[config.mk]
export PLATFORM = sky130hd
export DESIGN_NAME = bus_demux4
export DESIGN_NICKNAME = d
export VERILOG_FILES = /design/src/rtl/bus_demux_pkg.sv /design/src/rtl/multiplexer4.sv /design/src/rtl/bus_demux4.sv
export SDC_FILE = /design/constraint.sdc
export NUM_CORES = 1
export LEC_CHECK = 0
export ABC_AREA = 0
export BUFFER_PORTS_ARGS = -buffer_cell sky130_fd_sc_hd__buf_2
export CAP_MARGIN = 20
export CORE_AREA = 5 5 119 121
export CTS_CLUSTER_SIZE = 25
export DETAILED_ROUTE_END_ITERATION = 12
export DIE_AREA = 0 0 124 126
export GPL_TIMING_DRIVEN = 0
export PLACE_DENSITY = 0.72
export SYNTH_ARGS = -nofsm -noshare
export SYNTH_HDL_FRONTEND = slang
export SYNTH_HIERARCHICAL = 1
export SYNTH_SLANG_ARGS = --single-unit
[constraint.sdc]
create_clock -name clock -period 5.18 [get_ports clock]
set_input_delay 0.777 -clock clock [delete_from_list [all_inputs] [get_ports clock]]
set_output_delay 0.777 -clock clock [all_outputs]
set_load 0.005 [all_outputs]
[src/rtl/bus_demux_pkg.sv]
// Shared types and constants for the four-port memory bus demultiplexer.
package bus_demux_pkg;

    typedef enum logic [1:0] {
        IDLE     = 2'd0,
        ISSUE    = 2'd1,
        WAIT_RSP = 2'd2
    } demux_state_t;

    typedef logic [1:0] port_sel_t;

    localparam port_sel_t PORT_ROM   = 2'd0;
    localparam port_sel_t PORT_RAM   = 2'd1;
    localparam port_sel_t PORT_MMIO  = 2'd2;
    localparam port_sel_t PORT_SPARE = 2'd3;

    // One-hot request strobe for a given target index.
    function automatic logic [3:0] sel_onehot(input port_sel_t sel);
        return 4'b0001 << sel;
    endfunction

endpackage

[src/rtl/multiplexer4.sv]
// Plain 4:1 combinational multiplexer used to pick the returning target's read data.
module multiplexer4 #(
    parameter int WIDTH = 32
) (
    input  logic [WIDTH-1:0] in0,
    input  logic [WIDTH-1:0] in1,
    input  logic [WIDTH-1:0] in2,
    input  logic [WIDTH-1:0] in3,
    input  logic [1:0]       sel,
    output logic [WIDTH-1:0] out
);

    // Select one of the four inputs.
    always_comb begin
        out = in0;
        case (sel)
            2'd0:    out = in0;
            2'd1:    out = in1;
            2'd2:    out = in2;
            default: out = in3;
        endcase
    end

endmodule

[src/rtl/bus_demux4.sv]
// Routes a single outstanding core request to one of four targets (ROM, RAM, MMIO, spare),
// returns that target's response, and raises a bus error if the target takes too long.
module bus_demux4
    import bus_demux_pkg::*;
#(
    parameter int WIDTH      = 32,
    parameter int ADDR_WIDTH = 32,
    parameter int SEL_LSB    = 28,
    parameter int TIMEOUT    = 15
) (
    input  logic                    clock,
    input  logic                    reset,
    input  logic                    req_valid,
    output logic                    req_ready,
    input  logic [ADDR_WIDTH-1:0]   req_addr,
    input  logic                    req_write,
    input  logic [WIDTH-1:0]        req_wdata,
    input  logic [WIDTH/8-1:0]      req_wmask,
    output logic                    rsp_valid,
    output logic [WIDTH-1:0]        rsp_rdata,
    output logic                    rsp_error,
    output logic [3:0]              port_req_valid,
    input  logic [3:0]              port_req_ready,
    output logic [ADDR_WIDTH-1:0]   port_addr,
    output logic                    port_write,
    output logic [WIDTH-1:0]        port_wdata,
    output logic [WIDTH/8-1:0]      port_wmask,
    input  logic [3:0]              port_rsp_valid,
    input  logic [4*WIDTH-1:0]      port_rdata
);

    // Timer must be able to hold TIMEOUT: an accept on the last ISSUE cycle still increments it.
    localparam int TIMER_W = $clog2(TIMEOUT + 1);
    localparam logic [TIMER_W-1:0] TIMER_LAST = TIMER_W'(TIMEOUT - 1);

    demux_state_t            state_reg;
    port_sel_t               sel_reg;
    logic [TIMER_W-1:0]      timer_reg;
    logic [ADDR_WIDTH-1:0]   addr_reg;
    logic                    write_reg;
    logic [WIDTH-1:0]        wdata_reg;
    logic [WIDTH/8-1:0]      wmask_reg;
    logic                    rsp_valid_reg;
    logic                    rsp_error_reg;
    logic [WIDTH-1:0]        rsp_rdata_reg;

    logic [WIDTH-1:0]        rdata_slice [4];
    logic [WIDTH-1:0]        rdata_sel;
    logic                    timer_expired;

    // Unpack the per-target read data buses.
    generate
        for (genvar gi = 0; gi < 4; gi++) begin : g_slice
            assign rdata_slice[gi] = port_rdata[gi*WIDTH +: WIDTH];
        end
    endgenerate

    multiplexer4 #(
        .WIDTH (WIDTH)
    ) u_rdata_mux (
        .in0 (rdata_slice[0]),
        .in1 (rdata_slice[1]),
        .in2 (rdata_slice[2]),
        .in3 (rdata_slice[3]),
        .sel (sel_reg),
        .out (rdata_sel)
    );

    // ">=" rather than "==": an accept on the final ISSUE cycle lands in WAIT_RSP already past the limit.
    assign timer_expired = (timer_reg >= TIMER_LAST);

    // Request strobe only while issuing; everything else is straight from registers.
    assign req_ready      = (state_reg == IDLE);
    assign port_req_valid = (state_reg == ISSUE) ? sel_onehot(sel_reg) : 4'b0000;
    assign port_addr      = addr_reg;
    assign port_write     = write_reg;
    assign port_wdata     = wdata_reg;
    assign port_wmask     = wmask_reg;
    assign rsp_valid      = rsp_valid_reg;
    assign rsp_error      = rsp_error_reg;
    assign rsp_rdata      = rsp_rdata_reg;

    // Transaction FSM: capture, issue to the selected target, wait for its response or time out.
    always_ff @(posedge clock) begin
        if (reset) begin
            state_reg     <= IDLE;
            sel_reg       <= PORT_ROM;
            timer_reg     <= '0;
            addr_reg      <= '0;
            write_reg     <= 1'b0;
            wdata_reg     <= '0;
            wmask_reg     <= '0;
            rsp_valid_reg <= 1'b0;
            rsp_error_reg <= 1'b0;
            rsp_rdata_reg <= '0;
        end else begin
            rsp_valid_reg <= 1'b0;
            rsp_error_reg <= 1'b0;
            case (state_reg)
                IDLE: begin
                    if (req_valid) begin
                        addr_reg  <= req_addr;
                        write_reg <= req_write;
                        wdata_reg <= req_wdata;
                        wmask_reg <= req_wmask;
                        sel_reg   <= req_addr[SEL_LSB +: 2];
                        timer_reg <= '0;
                        state_reg <= ISSUE;
                    end
                end
                ISSUE: begin
                    timer_reg <= timer_reg + 1'b1;
                    if (port_req_ready[sel_reg]) begin
                        state_reg <= WAIT_RSP;
                    end else if (timer_expired) begin
                        rsp_valid_reg <= 1'b1;
                        rsp_error_reg <= 1'b1;
                        rsp_rdata_reg <= '0;
                        state_reg     <= IDLE;
                    end
                end
                WAIT_RSP: begin
                    timer_reg <= timer_reg + 1'b1;
                    // A real response beats a timeout landing on the same cycle.
                    if (port_rsp_valid[sel_reg]) begin
                        rsp_valid_reg <= 1'b1;
                        rsp_rdata_reg <= write_reg ? '0 : rdata_sel;
                        state_reg     <= IDLE;
                    end else if (timer_expired) begin
                        rsp_valid_reg <= 1'b1;
                        rsp_error_reg <= 1'b1;
                        rsp_rdata_reg <= '0;
                        state_reg     <= IDLE;
                    end
                end
                default: begin
                    state_reg <= IDLE;
                end
            endcase
        end
    end

endmodule

==> results by stage, run 1 <==
Global route:
- The global routing usage summed across all routing layers is 0.197.
- The first global-routing pass estimated 23900 um of wire.
- The number of antenna violations at the first check in global routing is 0.
- The via count of the first global-routing pass is 4603.
- Entering global routing, the biggest net connects 19 pins.
- After global routing the overflow that remains totals 0.

Pwr:
- The power density over cell area is 289 nW/um^2.
- Of the total power, the clock network draws 0.377.
- The relative contribution of combinational cells to total power is 0.173.
- The standby leakage power is 3.29 nW.
- The power share of the sequential group is 0.450.
- Summed over all nets, the switching power comes to 0.503 mW.
- Of the total power, the share spent switching nets is 0.251.
- The internal portion of the total power is 1.50 mW.
- The peak supply drop is 278 uV.

STA:
- The number of max-slew violations in the final report is 0.
- Measured against its own limit, the worst slew margin works out to 0.657.
- Derived from the worst setup path, the maximum achievable clock frequency is 430 MHz.
- The worst path in the final design needs a cycle of 2330 ps, including I/O delays and setup.
- The least setup slack across all paths after layout is 2850 ps.
- Setup repair after global routing left no endpoint under its margin.
- The final-layout setup total negative slack is 0 ps.
- The actual transition at the worst max-transition pin is 514 ps.
- Between clock sinks in the finished design, the worst skew comes to 8.11 ps.
- The number of setup violations in the final report is 0.
- Dividing the final minimum period by the clock period gives 0.449.
- The number of hold violations in the final report is 0.
- Hold is met by 451 ps.

Yosys:
- The net count after synthesis is 701.
- Synthesis instantiated 36 different standard cells from the library.
- The total of flip-flops plus latches after synthesis is 109.
- The share of the Yosys chip area taken by registers is 0.454.
- The count of warnings emitted by yosys is 6.
- Synthesis produced 487 cells.
- The fraction of synthesis flops using an asynchronous set or reset pin is 0.
- In this run, synthesis inferred 0 flip-flops with an integrated enable.
- The top flip-flop cell by instance count after synthesis is sky130_fd_sc_hd__dfxtp_1.
- The cell area that synthesis handed to floorplanning was 4810 um^2.
- The average cell area after synthesis is 9.87 um^2.

Detailed routing:
- The number of optimization iterations in the first detailed-route pass is 4.
- After detailed routing, the number of vias per cell comes to 4.79.
- After detailed routing, the number of remaining DRC violations is 0.
- The total vias in the final route is 4753.
- The total wire length after detailed routing is 16100 um.
- Dividing the detail-routed wire length by the instance count gives 16.2 um.
- The count of nets left with antenna violations once routing finished came out at 0.
- In this run, the number of DRC markers left after iteration 0 of detailed routing was 246.

Critical path:
- Data arrives at the worst endpoint at 2590 ps.
- The nature of the critical path endpoint is a flip-flop.
- Counting cells, the worst reg-to-reg path comes to 8.
- The worst-path maximum fanout is 10.
- The kind of critical path is reg2reg.
- The capturing instance or port of the critical path is port_wdata[3].
- The worst setup path is launched from a flip-flop.
- In this run the critical register-to-register path is captured at port_wdata[3].
- The worst register-to-register path begins at state_reg[0].
- The launching instance or port of the critical path is state_reg[0].
- The setup check on the worst reg-to-reg path leaves a slack of 2850 ps.
- The data required time at the worst endpoint is 5440 ps.

Clocking:
- TritonCTS built the clock tree.
- The clock passes through at most 2 buffers.
- After clock tree synthesis, the clock-pin slew on the worst setup and hold paths is 70 ps.
- The H-tree was split into 3 levels.
- The number of hold-repair buffers added at the cts stage is 0.
- The clock latency on the worst-skew pair is 350 ps.
- CTS placed an instance of sky130_fd_sc_hd__clkbuf_16 at the clock tree root.
- In this run, CTS created clock tree buffers numbering 9.
- The number of setup buffers added after CTS is 0.
- The post-cts sizing count is 0.
- The count of clock tree sinks is 109.

Floorplan:
- The horizontal die dimension is 124 um.
- The die area is 15600 um^2.
- From bottom edge to top edge, the die measures 126 um.
- Pin placement for this block handled 316 I/O pins.
- After floorplanning, the core was sized to cover 13000 um^2.
- The initial utilization of the core area, before any placement, comes to 0.370.
- The floorplan has 42 rows.

Min path:
- The type of the most critical hold path is reg2reg.
- The cell depth of the worst hold path is 2.

Finish:
- The number of antenna diodes in the final layout is 0.
- The share of layout cells above drive strength 1 is 0.466.
- The area growth from synthesis to layout is 44.2%.
- Measured on the finished design, the core utilization comes to 0.534.
- The count of filler cells inserted in the layout is 1235.
- At the end of the flow, the number of nets in the layout was 1026.

Status:
- The flow ran to the end, and the final reports show no timing, DRC or antenna violations.

Run:
- The number of maximum-capacitance constraint violations is 0.

Placement:
- The sum of net half-perimeters after detailed placement is 12900 um.
- The placer congestion estimate is 0.861.
- The port buffer count is 314.
- Prior to clock tree synthesis, the placed netlist has a worst setup slack of 2700 ps.
[cell usage in the layout, fill, tap and decap left out, types with 2 or more instances in the layout]
cell	Yosys	routed
sky130_fd_sc_hd__a21oi_1	75	75
sky130_fd_sc_hd__a22o_1	32	32
sky130_fd_sc_hd__and2_1	2	2
sky130_fd_sc_hd__buf_1	7	7
sky130_fd_sc_hd__buf_12	3	3
sky130_fd_sc_hd__buf_2	3	317
sky130_fd_sc_hd__buf_6	9	9
sky130_fd_sc_hd__bufinv_16	0	2
sky130_fd_sc_hd__clkbuf_1	17	17
sky130_fd_sc_hd__clkbuf_16	0	9
sky130_fd_sc_hd__clkinvlp_4	0	2
sky130_fd_sc_hd__dfxtp_1	109	109
sky130_fd_sc_hd__ha_1	6	6
sky130_fd_sc_hd__inv_1	6	6
sky130_fd_sc_hd__inv_6	0	2
sky130_fd_sc_hd__mux2i_1	2	2
sky130_fd_sc_hd__mux4_1	3	3
sky130_fd_sc_hd__mux4_2	31	31
sky130_fd_sc_hd__nand2_1	145	145
sky130_fd_sc_hd__nand2b_1	3	3
sky130_fd_sc_hd__nand3_1	4	4
sky130_fd_sc_hd__nor2_1	9	9
sky130_fd_sc_hd__nor3_1	2	2
sky130_fd_sc_hd__o21ai_0	3	3
[synth_stat cells, types with 3 or more instances]
cell type	n	area [um^2]
sky130_fd_sc_hd__a21oi_1	75	375
sky130_fd_sc_hd__a22o_1	32	280
sky130_fd_sc_hd__buf_1	7	26.3
sky130_fd_sc_hd__buf_12	3	60.1
sky130_fd_sc_hd__buf_2	3	15.0
sky130_fd_sc_hd__buf_6	9	101
sky130_fd_sc_hd__clkbuf_1	17	63.8
sky130_fd_sc_hd__dfxtp_1	109	2180
sky130_fd_sc_hd__ha_1	6	75.1
sky130_fd_sc_hd__inv_1	6	22.5
sky130_fd_sc_hd__mux4_1	3	78.8
sky130_fd_sc_hd__mux4_2	31	698
sky130_fd_sc_hd__nand2_1	145	544
sky130_fd_sc_hd__nand2b_1	3	18.8
sky130_fd_sc_hd__nand3_1	4	20.0
sky130_fd_sc_hd__nor2_1	9	33.8
sky130_fd_sc_hd__o21ai_0	3	15.0
[cell families after synthesis]
family | Yosys count | share of synthesized area
mux | 36 | 0.166
fa+ha+maj | 6 | 0.0156
compound gates | 118 | 0.158
buf+inv | 45 | 0.0601
flops | 109 | 0.454
simple gates | 173 | 0.147
[worst max-delay path: stages (launching register included)]
cell and delay [ps]:
sky130_fd_sc_hd__dfxtp_1 360, sky130_fd_sc_hd__inv_1 90, sky130_fd_sc_hd__ha_1 260, sky130_fd_sc_hd__and2_1 150, sky130_fd_sc_hd__clkbuf_1 330, sky130_fd_sc_hd__clkbuf_1 410
sky130_fd_sc_hd__buf_1 380, sky130_fd_sc_hd__nand2_1 100, sky130_fd_sc_hd__a21oi_1 150
[how the worst min path moves through the flow]
stage / from / endpoint / slack, ps
floorplan: port_addr[0] / port_addr[0] / 450
global placement: port_addr[4] / port_addr[4] / 440
detailed placement: port_wmask[0] / port_wmask[0] / 440
CTS: port_wdata[10] / port_wdata[10] / 450
global route: port_addr[31] / port_addr[31] / 470
finish: port_addr[30] / port_addr[30] / 450
[cell type report]
| type | instances | area [um^2] | share of cell area |
|---|---|---|---|
| repair buffers | 314 | 1570 | 0.227 |
| multi-input cells | 333 | 2340 | 0.337 |
| well taps | 176 | 220 | 0.0318 |
| inverters | 6 | 22.5 | 0.00325 |
| plain buffers | 39 | 267 | 0.0385 |
| flip-flops and latches | 109 | 2180 | 0.315 |
| clock buffers | 10 | 239 | 0.0345 |
| clock inverters | 6 | 92.6 | 0.0134 |
[metrics by stage]
| stage | power [mW] | instance area [um^2] | std cells |
|---|---|---|---|
| floorplan | 1.11 | 4810 | 487 |
| global placement | 1.27 | 6600 | 977 |
| detailed placement | 1.27 | 6600 | 977 |
| CTS | 2.04 | 6930 | 993 |
| global route | 2.11 | 6930 | 993 |
| finish | 2.00 | 6930 | 993 |
[routing by layer]
metal  track usage  wire (um)  vias to the layer above
met5             0          0                        -
met4        0.0715        453                        0
met3        0.0722       1540                       29
met2         0.348       8100                      198
met1         0.214       5980                     2169
li1              -          -                     2357
[power groups by stage]
stage	Combinational [mW]	Sequential, mW	Clock [mW]
3_3_place_gp	0.348	0.919	0
2_1_floorplan	0.184	0.922	0
5_1_grt	0.387	0.906	0.814
3_5_place_dp	0.350	0.920	0
6_report	0.347	0.901	0.755
4_1_cts	0.353	0.901	0.783
No activity file was read; power rests on OpenSTA's default activity.
==> inputs of run 2 (changes only) <==
--- a/config.mk
+++ b/config.mk
@@ -8,12 +8,12 @@
 export ABC_AREA = 0
 export BUFFER_PORTS_ARGS = -buffer_cell sky130_fd_sc_hd__buf_2
 export CAP_MARGIN = 20
-export CORE_AREA = 5 5 119 121
+export CORE_MARGIN = 5
+export CORE_UTILIZATION = 38
 export CTS_CLUSTER_SIZE = 25
 export DETAILED_ROUTE_END_ITERATION = 12
-export DIE_AREA = 0 0 124 126
 export GPL_TIMING_DRIVEN = 0
-export PLACE_DENSITY = 0.72
+export PLACE_DENSITY = 0.76
 export SYNTH_ARGS = -nofsm -noshare
 export SYNTH_HDL_FRONTEND = slang
 export SYNTH_HIERARCHICAL = 1
==> constraint.sdc (replaced) <==
create_clock -name clock -period 1.97 [get_ports clock]
set_input_delay 0.2955 -clock clock [delete_from_list [all_inputs] [get_ports clock]]
set_output_delay 0.2955 -clock clock [all_outputs]
set_load 0.005 [all_outputs]
==> results by stage, run 2 (synthesis results as in run 1) <==
Detailed routing:
- The detailed-route vias per instance was 4.90 (+2.4%).
- The residual antenna-violating net count after detailed routing was 0 (unchanged).
- The average wire per cell in the routed design came to 16.0 um (-1.3%).
- The total wire length after detailed routing is 15800 um (-1.9%).
- The total vias in the final route is 4838 (+1.8%).
- The violation count after the first detailed-routing iteration came to 186 (-24%).
- The number of optimization iterations in the first detailed-route pass is 4 (unchanged).
- The number of design rule violations left after detail routing is 0 (unchanged).

Pwr:
- The peak supply drop is 428 uV (+54%).
- The total power consumption of the routed design was 5.11 mW (+150%).
- The standby leakage power is 3.30 nW (+0.35%).
- The power density over cell area is 739 nW/um^2 (+160%).

STA:
- The actual transition at the worst max-transition pin is 502 ps (-12.1 ps).
- The number of max-slew violations in the final report is 0 (unchanged).
- The relative slew slack is 0.665 (+0.00806).
- The number of setup violations in the final report is 0 (unchanged).
- The clock tree skew after final layout came to 6.67 ps (-1.44 ps).
- The share of the clock period used by the worst path after layout is 0.955 (+0.506).
- The minimum clock period is 1880 ps (-445 ps).
- The upper clock frequency limit came to 532 MHz (+24%).
- The final-layout setup total negative slack was 0 ps (unchanged).
- The number of hold violations in the final report came to 0 (unchanged).
- Setup repair after global routing could not meet its margin everywhere.

Placement:
- The placer congestion estimate is 0.885 (+2.7%).
- The sum of net half-perimeters after detailed placement is 12900 um (-0.12%).
- The port buffer count is 314 (unchanged).

Global route:
- The via count of the first global-routing pass came to 4719 (+2.5%).
- The global routing usage summed across all routing layers came to 0.200 (+0.00279).
- The global-route wire length before repair is 23500 um (-1.6%).
- The largest net degree at the start of global routing is 20 (+1).
- The overall overflow remaining after global route is 0 (unchanged).
- The number of antenna violations at the first check in global routing is 0 (unchanged).

Finish:
- The number of inserted diodes is 0 (unchanged).
- The final core utilization is 0.552 (+0.0183).
- The top cell types in the final layout, fill and taps aside, are 318 x sky130_fd_sc_hd__buf_2, 144 x sky130_fd_sc_hd__nand2_1, 107 x sky130_fd_sc_hd__dfxtp_1.
- The number of nets in the layout was 1025 (-0.097%).
- Leaving out fill and tap cells, the most frequent cell in the layout is sky130_fd_sc_hd__buf_2.
- The area growth from synthesis to layout is 43.8%.
- The share of layout cells above drive strength 1 was 0.481 (+0.0146).

Floorplan:
- The area inside the core boundary is 12500 um^2 (-3.6%).
- The number of standard-cell rows in the floorplan is 41 (-2.4%).
- The initial core utilization was 0.384 (+0.0137).
- The top-level port count was 316 (unchanged).
- The vertical extent of the die came to 122 um (-2.8%).
- The die area was 15000 um^2 (-4.0%).
- The horizontal die dimension came to 122 um (-1.2%).

Critical path:
- The data arrival time of the worst path is 2110 ps (-480 ps).
- The worst register-to-register path begins at sel_reg[0].
- The data required time at the worst endpoint is 2200 ps (-3240 ps).
- The worst setup path is launched from a flip-flop.
- The critical path is of the reg2reg type.
- The worst-path maximum fanout is 10 (unchanged).
- The launching instance or port of the critical path is sel_reg[0].
- The nature of the critical path endpoint is a flip-flop.

Clocking:
- The number of H-tree branching levels is 3 (unchanged).
- Clock tree synthesis selected as its root buffer the cell sky130_fd_sc_hd__clkbuf_16.
- The clock tree from TritonCTS is built.
- The CTS buffer count came to 9 (unchanged).
- The clock latency on the worst-skew pair is 340 ps (about the same).
- The number of buffers on the longest clock path is 2 (unchanged).
- The count of clock tree sinks is 109 (unchanged).
- The number of hold-repair buffers added at the cts stage is 0 (unchanged).
- The clock input transition at the sequential cells of the worst setup and hold paths is 70 ps (about the same).

Status:
- The run finished with clean final reports.

Min path:
- The startpoint identified for the worst hold timing path is req_wdata[16].
- The type of the most critical hold path is in2reg.

Run:
- The number of maximum-capacitance constraint violations is 0 (unchanged).
==> run 2: through the flow <==
| stage | setup WS [ps] | instance area, um^2 | hold WS (ps) | instances |
|---|---|---|---|---|
| after floorplan | 195 | 4810 | 431 | 487 |
| after global placement | -203 | 6590 | 438 | 973 |
| after detailed placement | -252 | 6590 | 443 | 973 |
| after CTS | 11.5 | 6900 | 165 | 987 |
| after global routing | -9.07 | 6910 | 174 | 987 |
| final | 88.8 | 6910 | 181 | 987 |
==> run 2: timing repair <==
action,4_1_cts,5_1_grt
pin swaps,1,2
buffers inserted,0,1
hold endpoints to repair,0,0
endpoints found under the setup margin,40,99
resized for setup,5,11
==> run 2: critical path, cell delays in order, from the launching register on <==
cell	delay [ps]
sky130_fd_sc_hd__dfxtp_2	370
sky130_fd_sc_hd__buf_6	150
sky130_fd_sc_hd__mux4_2	550
sky130_fd_sc_hd__and3_1	210
sky130_fd_sc_hd__buf_6	130
sky130_fd_sc_hd__buf_6	130
sky130_fd_sc_hd__a22o_1	230
==> run 2: worst paths after layout <==
| path | to | slack, ps | cells after the start |
|---|---|---|---|
| setup / recovery | rsp_rdata[18] | 90 | 6 |
| hold / removal | port_wdata[16] | 180 | 3 |
| setup reg to reg | rsp_rdata[18] | 90 | 6 |
| hold reg to reg | port_addr[21] | 450 | 2 |
==> run 2: where the power goes <==
| group | leakage [nW] | total [mW] | switching [mW] | internal, mW |
|---|---|---|---|---|
| registers | 0.890 | 2.37 | 0.0595 | 2.31 |
| logic | 2.26 | 0.918 | 0.436 | 0.482 |
| clock network | 0.147 | 1.82 | 0.776 | 1.04 |
| total | 3.30 | 5.11 | 1.27 | 3.84 |
==> run 2: cell type report <==
cell class | instances | area (um^2)
plain buffers | 37 | 269
inverters | 6 | 22.5
clock inverters | 4 | 47.5
multi-input cells | 333 | 2340
flip-flops and latches | 109 | 2180
well taps | 172 | 215
clock buffers | 11 | 253
fillers | 1170 | 5600
repair buffers | 315 | 1580
==> run 2: routing by layer <==
| metal | vias up | routed length (um) | GRT usage |
|---|---|---|---|
| met3 | 33 | 1350 | 0.0581 |
| met5 | - | 0 | 0 |
| li1 | 2354 | - | - |
| met4 | 0 | 488 | 0.0896 |
| met2 | 202 | 7910 | 0.348 |
| met1 | 2249 | 6020 | 0.227 |
==> inputs of run 3 (changes only) <==
--- a/config.mk
+++ b/config.mk
@@ -13,6 +13,7 @@
 export CTS_CLUSTER_SIZE = 25
 export DETAILED_ROUTE_END_ITERATION = 12
 export GPL_TIMING_DRIVEN = 0
+export MAX_ROUTING_LAYER = met4
 export PLACE_DENSITY = 0.76
 export SYNTH_ARGS = -nofsm -noshare
 export SYNTH_HDL_FRONTEND = slang
==> results by stage, run 3 (synthesis results as in run 1) <==
Global route:
- The number of antenna violations at the first check in global routing is 0 (unchanged).
- The global-route wire length before repair came to 23500 um (unchanged).
- The largest net degree at the start of global routing was 20 (unchanged).
- The global routing usage summed across all routing layers is 0.206 (+0.00639).
- The overall overflow remaining after global route is 0 (unchanged).
- The via count of the first global-routing pass is 4709 (-0.21%).

Clocking:
- The number of H-tree branching levels came to 3 (unchanged).
- The clock tree from TritonCTS is built.
- The count of clock tree sinks came to 109 (unchanged).
- The CTS buffer count was 9 (unchanged).
- The number of buffers on the longest clock path was 2 (unchanged).
- The clock latency on the worst-skew pair is 350 ps (about the same).
- CTS placed an instance of sky130_fd_sc_hd__clkbuf_16 at the clock tree root.
- The clock input transition at the sequential cells of the worst setup and hold paths is 70 ps (about the same).

Critical path:
- The worst-path maximum fanout is 10 (unchanged).
- The most prevalent standard cell on the critical path is sky130_fd_sc_hd__buf_6.
- The startpoint of the lowest-slack register-to-register path is sel_reg[0].
- The data arrival time of the worst path is 2120 ps (about the same).
- The cell family contributing the most delay on the critical path is multiplexers.
- The kind of critical path is reg2reg.
- The setup slack of the worst register-to-register path came to 90 ps (about the same).
- The nature of the critical path endpoint is a flip-flop.
- The highest cell delay on the worst timing path is 550 ps (about the same).
- The kind of start point of the critical path is a flip-flop.
- The reg-to-reg critical path endpoint is rsp_rdata[18].
- The number of cells traversed by the worst register-to-register path is 6 (unchanged).
- The total buffers and inverters traversed by the critical path is 3 (unchanged).
- The data required time at the worst endpoint is 2200 ps (about the same).
- The slowest cell on the critical path is sky130_fd_sc_hd__mux4_2.
- Traced cell by cell, the critical path runs through buf_6, mux4_2, and3_1, buf_6, buf_6, a22o_1.

Floorplan:
- The die area is 15000 um^2 (unchanged).
- The number of standard-cell rows in the floorplan was 41 (unchanged).
- The area inside the core boundary came to 12500 um^2 (unchanged).
- The top-level port count is 316 (unchanged).
- The horizontal die dimension came to 122 um (unchanged).
- The initial core utilization is 0.384 (unchanged).
- The vertical extent of the die came to 122 um (unchanged).

STA:
- The final-layout setup total negative slack was 0 ps (unchanged).
- The share of the clock period used by the worst path after layout is 0.956 (+0.00104).
- The clock tree skew after final layout came to 6.39 ps (-0.284 ps).
- The number of setup violations in the final report was 0 (unchanged).
- The least setup slack across all paths after layout was 86.8 ps (-2.05 ps).
- The number of hold violations in the final report was 0 (unchanged).
- The relative slew slack is 0.665 (about the same).
- The actual transition at the worst max-transition pin is 503 ps (+0.688 ps).
- The upper clock frequency limit was 531 MHz (-0.11%).
- The minimum clock period is 1880 ps (+2.05 ps).
- Setup repair after global routing could not meet its margin everywhere.
- The number of max-slew violations in the final report is 0 (unchanged).

Finish:
- The share of layout cells above drive strength 1 is 0.481 (unchanged).
- The combined flip-flop and latch cell area is 2180 um^2 (unchanged).
- The final core utilization is 0.552 (unchanged).
- The area growth from synthesis to layout is 43.8% (unchanged).
- The footprint of the multi-input gates was 2340 um^2 (unchanged).
- The library cells used most frequently in the layout, excluding fill and tap cells, are 318 x sky130_fd_sc_hd__buf_2, 144 x sky130_fd_sc_hd__nand2_1, 107 x sky130_fd_sc_hd__dfxtp_1.
- The number of nets in the layout is 1025 (unchanged).
- The library cell used most frequently in the layout, excluding fill and tap cells, is sky130_fd_sc_hd__buf_2.
- The final instance area was 6910 um^2 (unchanged).
- The count of filler cells inserted in the layout is 1170 (unchanged).
- The number of inserted diodes is 0 (unchanged).

Detailed routing:
- The total wire length after detailed routing is 15900 um (+0.59%).
- The violation count after the first detailed-routing iteration is 237 (+27%).
- The average wire per cell in the routed design is 16.1 um (+0.59%).
- The number of design rule violations left after detail routing is 0 (unchanged).
- The total vias in the final route is 4852 (+0.29%).
- The number of optimization iterations in the first detailed-route pass came to 4 (unchanged).
- The residual antenna-violating net count after detailed routing is 0 (unchanged).
- The detailed-route vias per instance is 4.92 (+0.29%).

Placement:
- The sum of net half-perimeters after detailed placement is 12900 um (unchanged).
- The placer congestion estimate is 0.900 (+1.7%).
- The post-place instance area is 6590 um^2 (unchanged).
- The post-place setup slack is -252 ps (unchanged).
- The port buffer count is 314 (unchanged).

Pwr:
- The power density over cell area is 740 nW/um^2 (+0.19%).
- The switching part of the total came to 0.250 (+0.00141).
- The relative contribution of combinational cells to total power was 0.180 (about the same).
- The standby leakage power is 3.30 nW (unchanged).
- The peak supply drop is 428 uV (about the same).
- The internal power consumption is 3.84 mW (about the same).
- The clock share of power is 0.357 (about the same).
- The switching power summed over all nets is 1.28 mW (+0.76%).
- The total power consumption of the routed design is 5.12 mW (+0.19%).
- The power share of the sequential group was 0.463 (about the same).

Min path:
- The worst hold path belongs to the class in2reg.
- The cell depth of the worst hold path is 3 (unchanged).
- The worst hold path terminates at port_wdata[16].
- The startpoint of the most critical hold path is req_wdata[16].

Run:
- The number of maximum-capacitance constraint violations is 0 (unchanged).

Status:
- The flow ran to the end, and the final reports show no timing, DRC or antenna violations.
-- run 3: metrics by stage --
step / hold slack, ps / instances
2_1_floorplan: 431 / 487
6_report: 180 / 987
5_1_grt: 173 / 987
4_1_cts: 165 / 987
3_3_place_gp: 438 / 973
3_5_place_dp: 443 / 973
-- run 3: tightest hold or removal path: stages --
cell                      delay (ps)
sky130_fd_sc_hd__buf_2            90
sky130_fd_sc_hd__nand2_1          40
sky130_fd_sc_hd__a21oi_1          50
-- run 3: final cells by class --
cell class / instances / share of cell area
Inverter: 6 / 0.00326
Timing Repair Buffer: 315 / 0.228
Clock inverter: 4 / 0.00688
Tap cell: 172 / 0.0311
Clock buffer: 11 / 0.0366
Buffer: 37 / 0.0389
Multi-Input combinational cell: 333 / 0.339
Sequential cell: 109 / 0.316
-- run 3: power groups by stage --
stage                     clock network, mW  registers (mW)  logic (mW)
final                                  1.83            2.37       0.920
after global routing                   1.99            2.38        1.02
after CTS                              1.89            2.37       0.925
after detailed placement                  0            2.42       0.921
after global placement                    0            2.41       0.913
after floorplan                           0            2.42       0.484
-- run 3: repair_timing --
| item | CTS | global route |
|---|---|---|
| setup endpoints to repair | 40 | 99 |
| endpoints found under the hold margin | 0 | 0 |
| setup buffers | 0 | 1 |
| gates resized for setup | 5 | 11 |
| hold buffers | 0 | 0 |
| pin swaps | 1 | 2 |
-- run 3: metal layers --
layer	part of all wire	vias to the layer above	track usage
met3	0.074	33	0.0456
met4	0.029	0	0.0875
met2	0.50	200	0.348
li1	-	2355	-
met1	0.40	2264	0.237
met5	0	-	-
-- run 3: worst max-delay path by stage --
stage	from	to	slack (ps)	cells after the start
final	sel_reg[0]	rsp_rdata[18]	90	6
after global routing	state_reg[1]	rsp_rdata[2]	-10	8
after CTS	state_reg[1]	rsp_rdata[18]	10	8
after detailed placement	state_reg[0]	port_wdata[7]	-250	8
after global placement	state_reg[0]	port_wdata[6]	-200	8
after floorplan	sel_reg[0]	rsp_rdata[10]	200	6
